File: src/rtl/order_trigger.sv
// Threshold-triggered order generator: emits a fixed-format order message on a byte-wide
// AXI-Stream, then rate-limits itself with a cooldown. Define ORDER_CHECKSUM_EN for an XOR trailer byte.
module order_trigger #(
    parameter int COOLDOWN_CYCLES = 16,
    parameter int CNT_W           = 16
) (
    input  logic             clk,
    input  logic             rst_n,
    input  logic [31:0]      price_data,
    input  logic             price_valid,
    input  logic [31:0]      order_symbol,
    input  logic [31:0]      buy_threshold,
    input  logic [31:0]      sell_threshold,
    input  logic             enable,
    output logic [7:0]       m_axis_tdata,
    output logic             m_axis_tvalid,
    input  logic             m_axis_tready,
    output logic             m_axis_tlast,
    output logic             busy,
    output logic [CNT_W-1:0] orders_sent,
    output logic [CNT_W-1:0] drop_count
);

`ifdef ORDER_CHECKSUM_EN
    localparam logic [3:0] LAST_IDX = 4'd10;
`else
    localparam logic [3:0] LAST_IDX = 4'd9;
`endif

    localparam int CD_W = (COOLDOWN_CYCLES > 2) ? $clog2(COOLDOWN_CYCLES) : 1;
    localparam logic [CD_W-1:0] CD_LOAD = CD_W'((COOLDOWN_CYCLES > 0) ? COOLDOWN_CYCLES - 1 : 0);

    localparam logic [7:0] SIDE_BUY  = 8'h42;
    localparam logic [7:0] SIDE_SELL = 8'h53;

    typedef enum logic [1:0] {
        IDLE     = 2'd0,
        SEND     = 2'd1,
        COOLDOWN = 2'd2
    } state_t;

`ifdef ORDER_CHECKSUM_EN
    // XOR of the nine header/payload bytes plus the sequence byte.
    function automatic logic [7:0] msg_xor(
        input logic [7:0]  side,
        input logic [31:0] sym,
        input logic [31:0] price,
        input logic [7:0]  seq
    );
        msg_xor = side ^ sym[31:24] ^ sym[23:16] ^ sym[15:8] ^ sym[7:0]
                ^ price[31:24] ^ price[23:16] ^ price[15:8] ^ price[7:0] ^ seq;
    endfunction
`endif

    // Byte at position idx of the order message, MSB-first fields.
    function automatic logic [7:0] msg_byte(
        input logic [3:0]  idx,
        input logic [7:0]  side,
        input logic [31:0] sym,
        input logic [31:0] price,
        input logic [7:0]  seq
    );
        case (idx)
            4'd0:    msg_byte = side;
            4'd1:    msg_byte = sym[31:24];
            4'd2:    msg_byte = sym[23:16];
            4'd3:    msg_byte = sym[15:8];
            4'd4:    msg_byte = sym[7:0];
            4'd5:    msg_byte = price[31:24];
            4'd6:    msg_byte = price[23:16];
            4'd7:    msg_byte = price[15:8];
            4'd8:    msg_byte = price[7:0];
            4'd9:    msg_byte = seq;
`ifdef ORDER_CHECKSUM_EN
            4'd10:   msg_byte = msg_xor(side, sym, price, seq);
`endif
            default: msg_byte = 8'h00;
        endcase
    endfunction

    state_t            state_r;
    logic [3:0]        idx_r;
    logic [7:0]        side_r;
    logic [31:0]       sym_r;
    logic [31:0]       price_r;
    logic [7:0]        seq_r;
    logic [CD_W-1:0]   cd_r;
    logic [7:0]        tdata_r;
    logic              tvalid_r;
    logic              tlast_r;
    logic              busy_r;
    logic [CNT_W-1:0]  sent_r;
    logic [CNT_W-1:0]  drop_r;

    logic              buy_hit_s;
    logic              sell_hit_s;
    logic              trig_s;
    logic [7:0]        side_s;
    logic              hs_s;
    logic [3:0]        next_idx_s;
    logic [7:0]        next_byte_s;

    // Trigger qualification and next-byte selection.
    always_comb begin
        buy_hit_s   = (price_data < buy_threshold);
        sell_hit_s  = (price_data > sell_threshold);
        trig_s      = price_valid & enable & (buy_hit_s | sell_hit_s);
        if (buy_hit_s) begin
            side_s = SIDE_BUY;
        end else begin
            side_s = SIDE_SELL;
        end
        hs_s        = tvalid_r & m_axis_tready;
        next_idx_s  = idx_r + 4'd1;
        next_byte_s = msg_byte(next_idx_s, side_r, sym_r, price_r, seq_r);
    end

    // Main FSM: capture, serialise, cooldown, and activity counters.
    always_ff @(posedge clk) begin
        if (!rst_n) begin
            state_r  <= IDLE;
            idx_r    <= 4'd0;
            side_r   <= 8'h00;
            sym_r    <= 32'h0000_0000;
            price_r  <= 32'h0000_0000;
            seq_r    <= 8'h00;
            cd_r     <= '0;
            tdata_r  <= 8'h00;
            tvalid_r <= 1'b0;
            tlast_r  <= 1'b0;
            busy_r   <= 1'b0;
            sent_r   <= '0;
            drop_r   <= '0;
        end else begin
            case (state_r)
                IDLE: begin
                    if (trig_s) begin
                        side_r   <= side_s;
                        sym_r    <= order_symbol;
                        price_r  <= price_data;
                        idx_r    <= 4'd0;
                        tdata_r  <= side_s;
                        tvalid_r <= 1'b1;
                        tlast_r  <= 1'b0;
                        busy_r   <= 1'b1;
                        state_r  <= SEND;
                    end else begin
                        tvalid_r <= 1'b0;
                        busy_r   <= 1'b0;
                    end
                end
                SEND: begin
                    if (trig_s && (drop_r != {CNT_W{1'b1}})) begin
                        drop_r <= drop_r + 1'b1;
                    end else begin
                        drop_r <= drop_r;
                    end
                    if (hs_s) begin
                        if (idx_r == LAST_IDX) begin
                            tvalid_r <= 1'b0;
                            tlast_r  <= 1'b0;
                            tdata_r  <= 8'h00;
                            seq_r    <= seq_r + 8'd1;
                            if (sent_r != {CNT_W{1'b1}}) begin
                                sent_r <= sent_r + 1'b1;
                            end else begin
                                sent_r <= sent_r;
                            end
                            if (COOLDOWN_CYCLES > 0) begin
                                cd_r    <= CD_LOAD;
                                state_r <= COOLDOWN;
                            end else begin
                                busy_r  <= 1'b0;
                                state_r <= IDLE;
                            end
                        end else begin
                            idx_r   <= next_idx_s;
                            tdata_r <= next_byte_s;
                            tlast_r <= (next_idx_s == LAST_IDX);
                        end
                    end else begin
                        idx_r <= idx_r;
                    end
                end
                COOLDOWN: begin
                    if (trig_s && (drop_r != {CNT_W{1'b1}})) begin
                        drop_r <= drop_r + 1'b1;
                    end else begin
                        drop_r <= drop_r;
                    end
                    if (cd_r == '0) begin
                        busy_r  <= 1'b0;
                        state_r <= IDLE;
                    end else begin
                        cd_r <= cd_r - 1'b1;
                    end
                end
                default: begin
                    state_r  <= IDLE;
                    tvalid_r <= 1'b0;
                    tlast_r  <= 1'b0;
                    busy_r   <= 1'b0;
                end
            endcase
        end
    end

    assign m_axis_tdata  = tdata_r;
    assign m_axis_tvalid = tvalid_r;
    assign m_axis_tlast  = tlast_r;
    assign busy          = busy_r;
    assign orders_sent   = sent_r;
    assign drop_count    = drop_r;

endmodule

File: config.mk
export PLATFORM = sky130hd
export DESIGN_NAME = order_trigger
export DESIGN_NICKNAME = d
export VERILOG_FILES = /design/src/rtl/order_trigger.sv
export SDC_FILE = /design/constraint.sdc
export NUM_CORES = 1
export LEC_CHECK = 0
export CORE_MARGIN = 5
export CORE_UTILIZATION = 45
export DETAILED_ROUTE_END_ITERATION = 7
export PLACE_DENSITY_LB_ADDON = 0.15
export SYNTH_ARGS = -nofsm -noshare
export SYNTH_HDL_FRONTEND = slang
export SYNTH_SLANG_ARGS = --single-unit
File: constraint.sdc
create_clock -name clk -period 6 [get_ports clk]
set_input_delay 0.6 -clock clk [delete_from_list [all_inputs] [get_ports clk]]
set_output_delay 0.6 -clock clk [all_outputs]
set_load 0.02 [all_outputs]
==> run_results.csv, run 1 <==
group,metric,value,unit
grt,track_usage,20.98,%
timing,min_period_over_period,68.13,%
logic_synthesis,synth.area.top_cells,"dfxtp_1 (33%), ha_1 (13%), mux2i_1 (10%)",
final_layout,final_cells,1276,
placement,dpl.hpwl,16130,um
logic_synthesis,synthTopCellsByCount,"dfxtp_1 (127), nor2_1 (117), inv_1 (79)",
cts,cts_tree,"yes",
logic_synthesis,ys.flop_type,"dfxtp_1",
grt,overflow,0,
final_layout,nets,1253,
timing,timing.fmax,0.2446,GHz
timing,worst_pin_slew,1.100,ns
run,drv_cap,0,
routing,wl_per_cell,16.52,um
logic_synthesis,syn_area_per_cell,8.607,um^2
logic_synthesis,syn_inst,885,
pwr,ir_drop,0.0002228,V
timing,setup_viol,0,
worst_setup_path,critPathRequiredTime,6.27,ns
timing,hold_viol,0,
cts,cts_num_sinks,127,
grt,grt_pass1_vias,6430,
timing,rsz0062_at_grt,"no",
placement,dp.cells,1244,
worst_setup_path,start_kind,"input port",
routing,routed_wl,21070,um
routing,drt_iter0_drc,446,
timing,setup-tns-final,0,ns
grt,grt_pass1_wl,33380,um
final_layout,syn_to_final_growth,32.80,%
cts,cts-buffers-inserted,17,
final_layout,design_area,0.01012,mm^2
logic_synthesis,synth_top_area_cell,"dfxtp_1",
timing,finalCriticalPeriod,4.088,ns
cts,post_cts_buffers,0,
logic_synthesis,syn_area,0.007617,mm^2
worst_setup_path,cp-end-kind,"flip-flop",
pwr,p_per_area,254.3,mW/mm^2
timing,fin_skew,0.009303,ns
floorplanning,core_area,0.01658,mm^2
routing,drc,0,
run_status,status,"complete, no violations",
timing,maxSlewViolCount,0,
logic_synthesis,synth.distinct_cells,69,
cts,cts_buffer_depth,2,
logic_synthesis,synth_edf_count,0,
grt,antenna_found_initial,1,
logic_synthesis,synth.top_cell.area_share,33.38,%
pwr,p_leak,4.156,nW
placement,port_buffers,175,
logic_synthesis,async_reset_ff_share,0,%
logic_synthesis,yosysMostFrequentCell,"dfxtp_1",
floorplanning,initial_utilization,45.93,%
grt,grt_max_degree,78,
floorplanning,die_w,140.1,um
cts,hold_buffers,0,
worst_setup_path,path_class,"in2reg",
routing,dr.pass1.iters,5,
logic_synthesis,ys_seq_elements,127,
floorplanning,ios,176,
cts,path_clk_slew,0.06,ns
floorplanning,die_area,0.01963,mm^2
placement,dpl_cell_area,0.009517,mm^2
worst_setup_path,cp.arrival,4.35,ns
cts,cts_resized,0,
routing,via_per_inst,5.402,
floorplanning,fp.dieH,140.1,um
cts,htree_num_levels,4,
final_layout,final_layout_size_suffix_gt1_share,4.735,%
placement,place.gp.congestion,0.8709,
cts,root_buffer,"clkbuf_16",
routing,ant_nets,0,
floorplanning,rows,47,
logic_synthesis,syn_nets,1095,
routing,vias,6893,
logic_synthesis,yosysWarnings,0,
final_layout,n_antenna_cell,0,
cts,worstSkewPairLatency,0.42,ns
worst_setup_path,crit_path_max_fanout,60,
worst_hold_path,holdCritPathClass,"reg2reg",
timing,relSlewSlack,26.55,%
logic_synthesis,ys_seq_area_share,33.38,%
==> worst max-delay path: stages <==
cell             delay, ns
clkdlybuf4s50_1       0.50
ha_1                  0.37
and3_1                0.20
o211ai_1              0.21
a31oi_1               0.15
o311ai_4              0.40
a41oi_4               0.30
a211oi_4              0.78
buf_12                0.42
mux2i_1               0.28
nor2_1                0.06
==> through the flow <==
stage / hold slack [ns] / total power (W) / util, % / setup slack [ns]
after global routing: 0.4932 / 0.002687 / 61.00 / 1.767
after detailed placement: 0.4624 / 0.001542 / 57.39 / 1.581
after CTS: 0.4721 / 0.002587 / 61.00 / 1.933
after global placement: 0.4591 / 0.001534 / 57.39 / 1.607
final: 0.4711 / 0.002572 / 61.00 / 1.912
after floorplan: 0.4515 / 0.001322 / - / 2.919
==> kinds of logic after synthesis <==
family / count (synthesis) / share of synthesized area, %
compound gates: 157 / 15.65
xor+xnor: 25 / 2.875
fa+ha+maj: 77 / 12.65
buf+inv: 121 / 6.553
flops: 127 / 33.38
mux: 77 / 10.12
simple gates: 301 / 18.77
==> state kept, by name (all words and copies together) (netlist names), 2 cells and up <==
| register | flops |
|---|---|
| price_r | 32 |
| sym_r | 32 |
| drop_count | 16 |
| orders_sent | 16 |
| m_axis_tdata | 8 |
| seq_r | 8 |
| cd_r | 4 |
| idx_r | 4 |
| side_r | 2 |
| state_r | 2 |
==> per-layer routing <==
metal	track usage, %	up-vias	wire length [um]
met5	0	-	13
met4	7.598	2	466
met3	4.431	32	1145
met2	34.59	189	10040
met1	27.17	3211	9413
li1	-	3459	-
==> layout by cell type, fill, tap and decap left out, types with 10 or more instances in the layout <==
master           netlist  layout
inv_1                 79      79
and3_1                13      13
nand4_1               19      19
clkdlybuf4s50_1        0     175
ha_1                  77      77
nand2_1               54      54
a21o_1                11      11
xnor2_1               10      10
o21ai_0               13      13
nand2b_1              13      13
xor2_1                15      15
nor2_1               117     117
nand3_1               42      42
dfxtp_1              127     127
clkbuf_16              0      17
mux2i_1               77      77
a21oi_1               43      43
==> final timing paths <==
check / start / to / slack [ns] / depth (start not counted)
min reg2reg: m_axis_tdata[5] / m_axis_tdata[5] / 0.47 / 2
min: m_axis_tdata[5] / m_axis_tdata[5] / 0.47 / 2
max: price_data[6] / sym_r[15] / 1.91 / 11
max reg2reg: state_r[1] / orders_sent[14] / 2.74 / 10
==> power breakdown <==
group / switching, W / internal (W)
clock: 0.000374 / 0.000671
combinational: 0.000298 / 0.000273
sequential: 0.0000463 / 0.000909
==> area by class of cell <==
type	instances	area [um^2]
clock inverter	11	138.9
timing repair buffer	180	1802
multi-input combinational	637	4596
sequential	127	2542
clock buffer	21	460.4
tap	220	275.3
fill	1477	6467
inverter	80	301.5
No activity file was read; power rests on OpenSTA's default activity.
==> run 2: changes to the inputs <==
==> constraint.sdc (replaced) <==
create_clock -name clk -period 3.67 [get_ports clk]
set_input_delay 0.367 -clock clk [delete_from_list [all_inputs] [get_ports clk]]
set_output_delay 0.367 -clock clk [all_outputs]
set_load 0.02 [all_outputs]
==> run_results.csv, run 2 (same netlist as run 1, synthesis figures left out) <==
group,metric,value,unit
timing,setup_viol,0,
final_layout,nets,1271,
run,drv_cap,0,
worst_setup_path,cp_slowest_cell,"clkdlybuf4s50_1",
worst_setup_path,crit_chain,"clkdlybuf4s50_1, inv_1, ha_1, and4_4, nor2b_1, a211o_1, o311ai_4, a41oi_4, a211oi_4, buf_12, mux2i_1, nor2_1",
grt,grt_max_degree,61,
pwr,power.share.combinational,22.7,%
cts,path_clk_slew,0.06,ns
worst_setup_path,cp.arrival,3.49,ns
grt,antenna_found_initial,0,
placement,place.gp.congestion,0.8581,
routing,vias,6854,
pwr,clkPwrFrac,40.3,%
run_status,status,"complete, no violations",
final_layout,syn_to_final_growth,34.64,%
routing,wl_per_cell,16.12,um
routing,dr.pass1.iters,5,
grt,track_usage,20.94,%
final_layout,n_fill_cell,1501,
timing,hold_viol,0,
final_layout,n_antenna_cell,0,
pwr,power_frac_seq,37.0,%
timing,finalCriticalPeriod,3.207,ns
placement,dp.cells,1262,
final_layout,multiInputGateArea,0.004596,mm^2
grt,grt_use_met2,35.35,%
worst_setup_path,rr_worst_depth,10,
routing,routed_wl,20860,um
floorplanning,die_w,140.1,um
pwr,p_per_area,412.9,mW/mm^2
routing,drc,0,
worst_hold_path,hold_depth,2,
worst_setup_path,start_kind,"input port",
floorplanning,fp.dieH,140.1,um
worst_setup_path,path_buf_inv,3,
worst_setup_path,critPathRequiredTime,3.95,ns
pwr,ir_drop,0.0003209,V
final_layout,area.sequential,0.002542,mm^2
cts,worstSkewPairLatency,0.42,ns
final_layout,top_regs,"price_r x32, sym_r x32",
placement,dpl.hpwl,16170,um
worst_setup_path,crit_path_max_fanout,60,
worst_setup_path,path_class,"in2reg",
cts,hold_buffers,0,
cts,cts_resized,0,
floorplanning,core_area,0.01658,mm^2
floorplanning,rows,47,
routing,drt_iter0_drc,421,
worst_hold_path,hold_end,"m_axis_tdata[3]",
cts,post_cts_buffers,0,
timing,worst_pin_slew,0.6902,ns
placement,port_buffers,175,
pwr,p_leak,4.246,nW
cts,cts_num_sinks,127,
worst_hold_path,min_from,"m_axis_tdata[3]",
final_layout,mostFrequentLayoutCell,"clkdlybuf4s50_1",
grt,use_met1,27.37,%
timing,relSlewSlack,53.98,%
pwr,swShare,27.92,%
floorplanning,ios,176,
pwr,p_switching,0.001182,W
grt,grt_pass1_vias,6698,
worst_hold_path,holdCritPathClass,"reg2reg",
cts,cts_buffer_depth,2,
pwr,internal_power,0.003052,W
timing,setup-tns-final,0,ns
timing,maxSlewViolCount,0,
cts,cts-buffers-inserted,17,
worst_setup_path,critPathTopFamily,"compound AO/OA/AOI/OAI gates",
cts,root_buffer,"clkbuf_16",
worst_setup_path,cp_slowest_stage_delay,0.45,ns
grt,grt_pass1_wl,33580,um
routing,via_per_inst,5.297,
floorplanning,die_area,0.01963,mm^2
cts,htree_num_levels,4,
final_layout,final_layout_size_suffix_gt1_share,6.425,%
cts,cts_tree,"yes",
worst_setup_path,reg2reg_from,"idx_r[0]",
worst_setup_path,cp-end-kind,"flip-flop",
timing,rsz0062_at_grt,"no",
floorplanning,initial_utilization,45.93,%
worst_setup_path,r2r_end,"m_axis_tdata[1]",
final_layout,layout_common_cells,"clkdlybuf4s50_1 (175), dfxtp_1 (127), nor2_1 (117), inv_1 (79)",
timing,fin_skew,0.006650,ns
grt,met3_usage,4.056,%
final_layout,final_cells,1294,
timing,min_period_over_period,87.39,%
routing,ant_nets,0,
timing,timing.fmax,0.3118,GHz
worst_setup_path,ff2ff_setup_slack,0.72,ns
grt,top_usage_layer,"met2",
grt,overflow,0,
[run 2: power by group through the flow]
stage / registers [W] / clock network [W] / logic (W)
after floorplan: 0.00160 / 0 / 0.000564
after global placement: 0.00159 / 0 / 0.000954
after detailed placement: 0.00159 / 0 / 0.000968
after CTS: 0.00157 / 0.00173 / 0.000971
after global routing: 0.00158 / 0.00179 / 0.00107
final: 0.00157 / 0.00171 / 0.000963
[run 2: worst max-delay path by stage]
stage                      startpoint           to  slack (ns)  depth (start not counted)
floorplan           buy_threshold[10]  price_r[25]        0.82                         13
global placement       price_data[14]     sym_r[2]        0.09                         12
detailed placement     price_data[13]    sym_r[21]        0.02                         11
CTS                    price_data[13]    sym_r[21]        0.46                         11
global route           price_data[14]    sym_r[10]        0.24                         12
finish              buy_threshold[10]    sym_r[21]        0.46                         12
[run 2: area by class of cell]
type	instances	share of cell area, %
Inverter	80	2.940
Timing Repair Buffer	198	18.88
Clock buffer	23	4.855
Sequential cell	127	24.79
Multi-Input combinational cell	637	44.81
Clock inverter	9	1.037
Tap cell	220	2.684
[run 2: routing by layer]
layer  up-vias  routed length, um
li1       3488                  -
met1      3167               9444
met2       179              10070
met3        20               1097
met4         0                248
met5         -                  0
[run 2: worst reg2reg max path: cells and delay by family, from the launching register on]
kind,cells,cell delay [ns]
fa+ha+maj,1,0.41
flops,1,0.56
simple gates,3,0.61
buf+inv,1,0.33
compound gates,5,0.94
[run 2: stage by stage]
stage / total power [W] / hold slack, ns / worst slack [ns] / instance area (um^2) / util (%)
final: 0.004234 / 0.4696 / 0.4626 / 10260 / 61.85
after global routing: 0.004438 / 0.5035 / 0.2449 / 10260 / 61.85
after CTS: 0.004262 / 0.4710 / 0.4580 / 10260 / 61.85
after detailed placement: 0.002561 / 0.4625 / 0.02451 / 9652 / 58.20
after global placement: 0.002547 / 0.4578 / 0.09054 / 9652 / 58.20
after floorplan: 0.002161 / 0.4515 / 0.8223 / 7617 / -
==> run 3: changes to the inputs <==
--- a/config.mk
+++ b/config.mk
@@ -7,6 +7,7 @@
 export LEC_CHECK = 0
 export CORE_MARGIN = 5
 export CORE_UTILIZATION = 45
+export CTS_BUF_LIST = sky130_fd_sc_hd__clkbuf_8
 export DETAILED_ROUTE_END_ITERATION = 7
 export PLACE_DENSITY_LB_ADDON = 0.15
 export SYNTH_ARGS = -nofsm -noshare
==> run_results.csv, run 3 (same netlist as run 1, synthesis figures left out) <==
group,metric,value,unit
timing,relSlewSlack,50.90,%
pwr,power_frac_seq,41.4,%
timing,finalCriticalPeriod,3.177,ns
final_layout,final_layout_size_suffix_gt1_share,6.425,%
pwr,power.share.combinational,25.5,%
floorplanning,core_area,0.01658,mm^2
floorplanning,rows,47,
grt,grt_max_degree,61,
worst_setup_path,critPathRequiredTime,3.98,ns
final_layout,top_regs,"price_r x32, sym_r x32",
timing,setup_viol,0,
worst_setup_path,start_kind,"input port",
timing,hold_viol,0,
cts,htree_num_levels,4,
cts,cts_buffer_depth,2,
timing,timing.fmax,0.3148,GHz
routing,via_per_inst,5.291,
run,drv_cap,0,
worst_setup_path,crit_chain,"clkdlybuf4s50_1, inv_1, ha_1, and4_4, nor2b_1, a211o_1, o311ai_4, a41oi_4, a211oi_4, buf_12, mux2i_1, nor2_1",
timing,setup-tns-final,0,ns
routing,dr.pass1.iters,5,
timing,worst_pin_slew,0.7366,ns
final_layout,syn_to_final_growth,32.13,%
placement,dp.cells,1262,
worst_hold_path,holdCritPathClass,"reg2reg",
worst_setup_path,path_class,"in2reg",
cts,cts-buffers-inserted,17,
timing,min_period_over_period,86.57,%
run_status,status,"complete, no violations",
worst_setup_path,critPathTopFamily,"compound AO/OA/AOI/OAI gates",
routing,wl_per_cell,16.09,um
grt,overflow,0,
pwr,p_per_area,375.4,mW/mm^2
grt,track_usage,20.88,%
final_layout,nets,1271,
cts,cts_tree,"yes",
placement,place.gp.congestion,0.8581,
pwr,clkPwrFrac,33.2,%
floorplanning,ios,176,
floorplanning,initial_utilization,45.93,%
cts,cts_num_sinks,127,
worst_setup_path,cp_slowest_stage_delay,0.45,ns
final_layout,mostFrequentLayoutCell,"clkdlybuf4s50_1",
routing,ant_nets,0,
pwr,ir_drop,0.0002094,V
timing,rsz0062_at_grt,"no",
routing,drc,0,
grt,grt_pass1_vias,6622,
grt,antenna_found_initial,0,
placement,dpl.hpwl,16170,um
floorplanning,fp.dieH,140.1,um
placement,port_buffers,175,
floorplanning,die_area,0.01963,mm^2
routing,drt_iter0_drc,460,
final_layout,post-route-util,60.69,%
grt,grt_pass1_wl,33470,um
worst_setup_path,cp_slowest_cell,"clkdlybuf4s50_1",
timing,maxSlewViolCount,0,
cts,worstSkewPairLatency,0.44,ns
pwr,internal_power,0.002652,W
final_layout,final_cells,1294,
worst_setup_path,cp.arrival,3.49,ns
worst_setup_path,cp-end-kind,"flip-flop",
pwr,swShare,29.82,%
final_layout,n_antenna_cell,0,
floorplanning,die_w,140.1,um
worst_setup_path,path_buf_inv,3,
cts,path_clk_slew,0.07,ns
timing,fin_skew,0.01015,ns
pwr,p_switching,0.001127,W
worst_setup_path,crit_path_max_fanout,60,
cts,cts_resized,0,
routing,vias,6846,
routing,routed_wl,20820,um
cts,root_buffer,"clkbuf_8",
final_layout,layout_common_cells,"clkdlybuf4s50_1 (175), dfxtp_1 (127), nor2_1 (117), inv_1 (80)",
cts,post_cts_buffers,0,
pwr,p_leak,4.163,nW
cts,hold_buffers,0,
[run 3: cell count changes in the layout (fill, tap and decap cells not counted)]
cell,delta
clkbuf_1,-1
clkbuf_8,+17
inv_1,+1
clkbuf_16,-17
[run 3: worst paths after layout]
check / startpoint / end / slack [ns] / cells past startpoint
setup / recovery: buy_threshold[10] / sym_r[21] / 0.49 / 12
hold / removal: m_axis_tdata[3] / m_axis_tdata[3] / 0.47 / 2
setup reg to reg: idx_r[0] / m_axis_tdata[1] / 0.70 / 10
hold reg to reg: m_axis_tdata[3] / m_axis_tdata[3] / 0.47 / 2
[run 3: tightest hold or removal path: cells and delay by family (launching register included)]
family,cells,cell delay [ns]
and+or+nand+nor,1,0.06
DFF,1,0.31
AOI/OAI and AO/OA,1,0.05
[run 3: per-stage QoR]
stage                     instance area, um^2  power, W  hold WS (ns)  setup slack, ns
after floorplan                          7617  0.002161        0.4515           0.8223
after global placement                   9652  0.002547        0.4578          0.09054
after detailed placement                 9652  0.002561        0.4625          0.02451
after CTS                               10060  0.003807        0.4739           0.5104
after global routing                    10060  0.003980        0.5061           0.2982
final                                   10060  0.003779        0.4719           0.4929
[run 3: power groups by stage]
| stage | sequential, W | clock [W] | combinational (W) |
|---|---|---|---|
| final | 0.00156 | 0.00125 | 0.000963 |
| after global routing | 0.00157 | 0.00134 | 0.00107 |
| after CTS | 0.00156 | 0.00127 | 0.000971 |
| after detailed placement | 0.00159 | 0 | 0.000968 |
| after global placement | 0.00159 | 0 | 0.000954 |
| after floorplan | 0.00160 | 0 | 0.000564 |
[run 3: layout make-up]
cell class,instances,area [um^2]
fillers,1530,6519
multi-input cells,637,4596
flip-flops and latches,127,2542
repair buffers,198,1937
clock buffers,22,302.8
inverters,80,301.5
well taps,220,275.3
clock inverters,10,110.1
[run 3: layer usage]
metal	wire, um	vias up	GRT usage (%)
li1	-	3480	-
met1	9424	3153	27.27
met2	10070	191	35.33
met3	1089	22	4.260
met4	239	0	5.456
met5	0	-	0
